===== config.mk =====
export PLATFORM = sky130hd
export DESIGN_NAME = ifmap_bram_write_ctrl
export DESIGN_NICKNAME = d
export VERILOG_FILES = /design/src/rtl/ifmap_bram_write_ctrl.sv
export SDC_FILE = /design/constraint.sdc
export NUM_CORES = 1
export LEC_CHECK = 0
export ABC_AREA = 1
export BUFFER_PORTS_ARGS = -buffer_cell sky130_fd_sc_hd__buf_2
export CAP_MARGIN = 20
export CORE_AREA = 2 2 121 123
export CTS_CLUSTER_SIZE = 28
export DETAILED_ROUTE_END_ITERATION = 8
export DIE_AREA = 0 0 123 125
export GPL_TIMING_DRIVEN = 1
export PLACE_DENSITY = 0.82
export SYNTH_ARGS = -nofsm -noshare
export SYNTH_HDL_FRONTEND = slang
export SYNTH_SLANG_ARGS = --single-unit

===== constraint.sdc =====
create_clock -name clk -period 5.7 [get_ports clk]
set_clock_uncertainty 0.2 [all_clocks]
set_input_delay 0.57 -clock clk [delete_from_list [all_inputs] [get_ports clk]]
set_output_delay 0.57 -clock clk [all_outputs]
set_load 0.005 [all_outputs]

===== src/rtl/ifmap_bram_write_ctrl.sv =====
// rtl/ifmap_bram_write_ctrl.sv - stream-to-Ifmap-BRAM sequential write controller
//
// Purpose:
//   Takes a valid/ready data stream and writes it word by word into one selected
//   Ifmap BRAM bank over an inclusive address window [wr_addr_start, wr_addr_end].
//   Each accepted beat becomes a registered write exactly one cycle later.
//   Completion is reported to the TransConv control FSM with a one-cycle wr_done pulse.
//
// Ports:
//   clk, rst            single rising-edge clock, synchronous active-high reset
//   start               begin a window (only looked at while idle)
//   wr_addr_start/end   first / last (inclusive) write address of the window
//   bram_sel_in         target bank index
//   s_data/s_valid      input stream, s_ready is the handshake back-pressure
//   if_we               per-bank write enable, one-hot or zero
//   if_addr_wr_flat     per-bank write address, bank j at [j*ADDR_WIDTH +: ADDR_WIDTH]
//   if_din              write data shared by all banks
//   bram_sel_out        bank index latched at start
//   busy                window in progress
//   wr_done             one-cycle pulse after the final write
//   cfg_err             one-cycle pulse when a start is rejected

module ifmap_bram_write_ctrl #(
    parameter int NUM_BRAMS  = 16,
    parameter int ADDR_WIDTH = 9,
    parameter int DATA_WIDTH = 16,
    parameter int SEL_WIDTH  = 4
) (
    input  logic                            clk,
    input  logic                            rst,
    input  logic                            start,
    input  logic [ADDR_WIDTH-1:0]           wr_addr_start,
    input  logic [ADDR_WIDTH-1:0]           wr_addr_end,
    input  logic [SEL_WIDTH-1:0]            bram_sel_in,
    input  logic [DATA_WIDTH-1:0]           s_data,
    input  logic                            s_valid,
    output logic                            s_ready,
    output logic [NUM_BRAMS-1:0]            if_we,
    output logic [NUM_BRAMS*ADDR_WIDTH-1:0] if_addr_wr_flat,
    output logic [DATA_WIDTH-1:0]           if_din,
    output logic [SEL_WIDTH-1:0]            bram_sel_out,
    output logic                            busy,
    output logic                            wr_done,
    output logic                            cfg_err
);

    typedef enum logic [1:0] {
        S_IDLE  = 2'd0,
        S_WRITE = 2'd1,
        S_DONE  = 2'd2
    } state_t;

    state_t                r_state;
    logic [ADDR_WIDTH-1:0] r_cur_addr;
    logic [ADDR_WIDTH-1:0] r_end_addr;
    logic [SEL_WIDTH-1:0]  r_sel;
    logic [NUM_BRAMS-1:0]  r_we;
    logic [ADDR_WIDTH-1:0] r_lane [NUM_BRAMS];
    logic [DATA_WIDTH-1:0] r_din;
    logic                  r_wr_done;
    logic                  r_cfg_err;

    logic w_accept;
    logic w_last;
    logic w_cfg_ok;

    // The handshake completes combinationally in WRITE so a beat can be taken every cycle.
    assign w_accept = s_valid && (r_state == S_WRITE);
    // Equality (not >=) so a window ending at the top address never needs a wrap.
    assign w_last   = (r_cur_addr == r_end_addr);
    // Bank index compared at 32 bits so a wider SEL_WIDTH can name a non-existent bank.
    assign w_cfg_ok = (wr_addr_start <= wr_addr_end) &&
                      ({{(32-SEL_WIDTH){1'b0}}, bram_sel_in} < 32'(NUM_BRAMS));

    always_ff @(posedge clk) begin
        if (rst) begin
            r_state    <= S_IDLE;
            r_cur_addr <= '0;
            r_end_addr <= '0;
            r_sel      <= '0;
            r_we       <= '0;
            r_din      <= '0;
            r_wr_done  <= 1'b0;
            r_cfg_err  <= 1'b0;
            for (int j = 0; j < NUM_BRAMS; j++) begin
                r_lane[j] <= '0;
            end
        end else begin
            r_wr_done <= 1'b0;
            r_cfg_err <= 1'b0;

            // Only the selected lane moves; the others keep their last address across windows.
            for (int j = 0; j < NUM_BRAMS; j++) begin
                r_we[j] <= w_accept && (r_sel == SEL_WIDTH'(j));
                if (w_accept && (r_sel == SEL_WIDTH'(j))) begin
                    r_lane[j] <= r_cur_addr;
                end
            end
            if (w_accept) begin
                r_din <= s_data;
            end

            case (r_state)
                S_IDLE: begin
                    if (start) begin
                        if (w_cfg_ok) begin
                            r_cur_addr <= wr_addr_start;
                            r_end_addr <= wr_addr_end;
                            r_sel      <= bram_sel_in;
                            r_state    <= S_WRITE;
                        end else begin
                            r_cfg_err <= 1'b1;
                        end
                    end
                end
                S_WRITE: begin
                    if (w_accept) begin
                        if (w_last) begin
                            r_state <= S_DONE;
                        end else begin
                            r_cur_addr <= r_cur_addr + 1'b1;
                        end
                    end
                end
                S_DONE: begin
                    // The final write is on the bus this cycle; completion is flagged one cycle on.
                    r_wr_done <= 1'b1;
                    r_state   <= S_IDLE;
                end
                default: begin
                    r_state <= S_IDLE;
                end
            endcase
        end
    end

    genvar g;
    generate
        for (g = 0; g < NUM_BRAMS; g++) begin : g_lane
            assign if_addr_wr_flat[g*ADDR_WIDTH +: ADDR_WIDTH] = r_lane[g];
        end
    endgenerate

    assign s_ready      = (r_state == S_WRITE);
    assign busy         = (r_state != S_IDLE);
    assign if_we        = r_we;
    assign if_din       = r_din;
    assign bram_sel_out = r_sel;
    assign wr_done      = r_wr_done;
    assign cfg_err      = r_cfg_err;

endmodule


=== After elaboration in Yosys (flattened, before gate mapping) ===
Memory sizes are Yosys's and may differ from the RTL's.
Cells that the tools add are included.

* Bits in writable memories: 144
* Register bits: 58
* Memories: 1
* Input port bits: 42
* Word-level logic and storage cells: 155
* Output and inout port bits: 184

* Bitwise gates (word level): 18
* $lt $le $gt $ge: 1
* Reduce and logical (&&, ||, !) cells: 25
* Muxes and demuxes: 78
* Equality and inequality tests: 23
* Add/subtract/negate cells: 1

{| class="wikitable"
|+ Memory list
! name !! depth !! width !! rd ports !! clocked after memory_dff !! wr ports !! RTL line !! source
|-
| r_lane || 16 || 9 || 16 || 0 || 16 || 58 || <nowiki>logic [ADDR_WIDTH-1:0] r_lane [NUM_BRAMS];</nowiki>
|}

{| class="wikitable"
|+ Operators by type and width
! kind !! count
|-
| 9-bit 2-to-1 mux || 20
|-
| 1-bit 2-to-1 mux || 52
|-
| 4-bit == test, second input constant || 8
|-
| 9-bit one-hot mux with 2 select lines || 1
|-
| 1-bit logical AND || 17
|-
| 4-bit by 3-bit == test with 1-bit output, second input constant || 4
|-
| 1-bit OR || 16
|-
| 9-bit by 1-bit adder with 9-bit output, second input constant || 1
|-
| 9-bit == test || 1
|-
| 9-bit <= comparator || 1
|-
| 4-bit by 2-bit == test with 1-bit output, second input constant || 2
|-
| 2-bit 2-to-1 mux || 4
|-
| 2-bit != test, second input constant || 3
|-
| 5-bit AND reduction || 1
|-
| 4-bit by 1-bit == test with 1-bit output, second input constant || 1
|-
| 4-bit logical NOT || 1
|-
| 2-bit by 1-bit != test with 1-bit output, second input constant || 2
|-
| 2-bit one-hot mux with 2 select lines || 1
|-
| 4-bit AND reduction || 1
|-
| 2-bit nonzero test || 2
|-
| 3-bit AND reduction || 1
|-
| 3-bit OR reduction || 1
|-
| 2-bit by 1-bit == test with 1-bit output, second input constant || 1
|-
| 2-bit == test, second input constant || 1
|-
| 2 further kinds || 3
|}

=== Logic depth before layout (Yosys ltp) ===
* Word-level depth: 7
* Gate-level depth with buffers: 14
* Gate-level depth less buffers: 14

=== Worst setup path before layout ===
OpenSTA, ideal clock, no wires.

* Kind: input-to-reg
* Start: input wr_addr_end[8]
* End: register r_cur_addr[0]
* Library setup time: 113 ps
* Data required time: 5,387 ps
* Stages on the path: 12
* Path buffers: 1
* Arrival: 1,906 ps
* Path slack: 3,481 ps
* Path through: inv_1 ha_1 nand2_1 nor2_1 nand3b_1 nand3_1 nand3_1 nand3_1 buf_2 nand2_1 nand2_1 nor2_1

* Word-level cells in the longest chain between the ends: 3

{| class="wikitable"
|+ RTL lines
! item !! RTL line !! source
|-
| start, declared || 33 || <nowiki>input logic [ADDR_WIDTH-1:0] wr_addr_end,</nowiki>
|-
| 9-bit <= comparator || 72 || <nowiki>assign w_cfg_ok = (wr_addr_start <= wr_addr_end) &&</nowiki>
|-
| 2-bit != test (no source line) || n/a ||
|-
| 5-bit AND reduction (no source line) || n/a ||
|-
| end signal, assigned || 107 || <nowiki>r_cur_addr <= wr_addr_start;</nowiki>
|-
| end signal, assigned || 121 || <nowiki>r_cur_addr <= r_cur_addr + 1'b1;</nowiki>
|-
| end, declared || 54 || <nowiki>logic [ADDR_WIDTH-1:0] r_cur_addr;</nowiki>
|}

No other way between the ends.
A chain may end at the register's enable or synchronous reset.

==> summary.md <==
| Metric | Value |
|---|---|
| Final #Nets | 928 |
| Post-CTS resize count | 0 |
| Layout cell share with drive strength beyond 1 | 0.3026 |
| Worst Hold Class | in2reg |
| Most common flop cell mapped by yosys | edfxtp_1 |
| Max Cap Violations | 0 |
| Crit share post-route | 0.5010 |
| Drt pass-1 iters | 5 |
| PortBufs | 225 |
| First-pass GRT wire length | 28.17 mm |
| NetSw | between 700 and 800 uW |
| Synth area leader | edfxtp_1 |
| Number of global-route vias before repair | 5249 |
| # rows | 44 |
| Number of DRC markers in iteration 0 | 413 |
| Hold_buf cts | 0 |
| CP endpoint kind | flip-flop |
| Die span in y | 125 um |
| Final setup viols | 0 |
| Seq/Total Area, Yosys | 0.7250 |
| Core area | 14200 um^2 |
| Int Pwr | 2.558 mW |
| R2r setup slk | 2.84 ns |
| Die area | 15380 um^2 |
| Largest net degree at the start of global routing | 40 |
| GP Congestion | 0.8388 |
| Via count | approximately 5500 |
| Worst skew pair latency | 0.47 ns |
| Clock period minus worst slack | 2.856 ns |
| DPL Wire Length | ~13 mm |
| Clk buf depth | 3 |
| Clock power frac | 0.384 |
| DIE WIDTH | between 100 and 150 um |
| Worst relative slew slack | 0.5487 |
| WL/cell | 17.51 um |
| Routed Antenna Nets | 0 |
| Bufs and invs on worst path | 3 |
| Pleak | roughly 4.2 nW |
| Critical Path RT | approximately 5.6 ns |
| Max Slew Vio Count | 0 |
| Post-synth EDFFs | 144 |
| H-Tree Depth | 1 |
| Vias per inst | 5.127 |
| Total GRT Usage | 0.2408 |
| Slowest-stage cell, CP | nand2_1 |
| Worst-path fanout max | 20 |
| Final hold viol count | 0 |
| Initial antenna violation count | 0 |
| Total Wirelength | roughly 19 mm |
| Sequential power share | 0.516 |
| Setup CP Type | reg2reg |
| Worst stage delay on the critical path | 0.40 ns |
| Sink Count | roughly 200 |
| Syn Nets | between 700 and 800 |
| Fmax | 0.3502 GHz |
| Post-DP Area | 8782 um^2 |
| Clock transition at path regs | 0.06 ns |
| Setup TNS | 0 ns |
| Top cell type's share of synthesized area | 0.5715 |
| # diodes | 0 |
| Most common cell after layout, fill and taps aside | buf_2 |
| Synth unique cells | 31 |
| Worst hold slack | 0.1263 ns |
| Tightest Pin Transition | 0.6744 ns |
| CP startpoint kind | flip-flop |
| Post-synthesis instance total | 651 |
| Congestion Overflow GR | 0 |
| Comb pwr share | 0.101 |
| Post-Place Worst Slack | 2.680 ns |
| Top delay family on crit path | simple AND/OR/NAND/NOR gates |
| Seq cells post-synth | 202 |
| Starting density of the core | 0.5327 |
| PD cells | 353.8 nW/um^2 |
| Post-CTS Setup Bufs | 0 |
| Critical Path AT | 2.78 ns |
| Status | complete, no violations |
| Max rail drop VDD | 318.9 uV |
| Synthesized area | around 7600 um^2 |
| I/O pin total | 226 |
| CTS tree | done |
| CTS Buf Count | 21 |
| CP cell instances | inv_2 -> nor2_4 -> inv_4 -> nor2_8 -> inv_2 -> nor3_2 -> nand2_1 -> nand2_1 |
| Switching part of the total | 0.2334 |
| Root buffer cell | clkbuf_16 |
| Top post-synthesis cells by area | edfxtp_1, dfxtp_1, nor2_1 |
| Final Cell Area | 9430 um^2 |
| Asr flop ratio synth | 0 |
| Most frequent cells in the layout | buf_2, nor2_1, edfxtp_1, nand2_1, dfxtp_1 |
| P&R area growth vs syn | 24.64% |
| YS warnings | 0 |
| Final WS setup | 2.844 ns |
| Avg Inst Size Synth | 11.62 um^2 |
| RSZ-0062 raised after global routing | no |
| # DRC | 0 |
power groups by stage:
stage          Combinational, mW  Sequential [mW]  Clock, mW
3_5_place_dp               0.336             1.75          0
2_1_floorplan              0.181             1.75          0
3_3_place_gp               0.327             1.75          0
6_report                   0.336             1.72       1.28
4_1_cts                    0.339             1.72       1.29
5_1_grt                    0.379             1.73       1.36
path summary, 6_finish.rpt:
check / startpoint / endpoint / cells past startpoint
worst max-delay path: r_state[0]$_SDFFE_PP0P_ / r_lane[0][26]$_SDFFCE_PN0P_ / 8
worst min-delay path: s_data[6] / if_din[6]$_SDFFE_PP0P_ / 3
worst max register to register: r_state[0]$_SDFFE_PP0P_ / r_lane[0][26]$_SDFFCE_PN0P_ / 8
worst min register to register: r_end_addr[0]$_SDFFE_PP0P_ / r_end_addr[0]$_SDFFE_PP0P_ / 2
area by class of cell:
type	instances	area [um^2]
clock buffers	26	554.3
inverters	47	178.9
flip-flops and latches	202	5485
repair buffers	226	1134
multi-input cells	378	1754
clock inverters	10	93.84
fillers	1114	4773
well taps	184	230.2
stage by stage:
step | std cells | power (mW) | utilization
3_5_place_dp | 1037 | 2.086 | 0.6183
6_report | 1073 | 3.336 | 0.6639
5_1_grt | 1073 | 3.466 | 0.6639
4_1_cts | 1073 | 3.352 | 0.6639
2_1_floorplan | 651 | 1.927 | -
3_3_place_gp | 1037 | 2.075 | 0.6183
registers in the layout (all words and copies together) (netlist names):
| signal | count |
|---|---|
| r_cur_addr | 9 |
| if_we | 16 |
| r_state | 2 |
| wr_done | 1 |
| r_lane | 144 |
| cfg_err | 1 |
| r_end_addr | 9 |
| if_din | 16 |
| bram_sel_out | 4 |
worst reg2reg max path, stage by stage (launching register included):
cell     delay [ns]
dfxtp_1        0.37
inv_2          0.07
nor2_4         0.30
inv_4          0.14
nor2_8         0.22
inv_2          0.23
nor3_2         0.28
nand2_1        0.31
nand2_1        0.40
layer usage:
| layer | track usage | share of wire | vias to the layer above |
|---|---|---|---|
| li1 | - | - | 2591 |
| met1 | 0.3192 | 0.40 | 2584 |
| met2 | 0.4088 | 0.49 | 292 |
| met3 | 0.05155 | 0.092 | 34 |
| met4 | 0.05414 | 0.018 | 0 |
| met5 | 0 | 0 | - |
synth_stat cells, types with 4 or more instances:
library cell    n
a21oi_1        15
buf_2           4
buf_6           7
clkbuf_1       13
clkinv_1       10
dfxtp_1        58
edfxtp_1      144
ha_1           10
inv_1          34
nand2_1        90
nand2_2         6
nand3_1        12
nor2_1        181
nor3_1          4
o21ai_0        33
xnor2_1         8
kinds of logic (layout without fill, tap and decap cells):
kind of cell | count (synthesis) | after routing | share of synthesized area
and+or+nand+nor | 303 | 303 | 0.1655
DFF | 202 | 202 | 0.7250
buffers and inverters | 71 | 309 | 0.04316
AOI/OAI and AO/OA | 55 | 55 | 0.03804
adders and majority gates | 10 | 10 | 0.01654
xor gates and xnor gates | 9 | 9 | 0.01042
muxes | 1 | 1 | 0.001323
No activity file was read; power rests on OpenSTA's default activity.
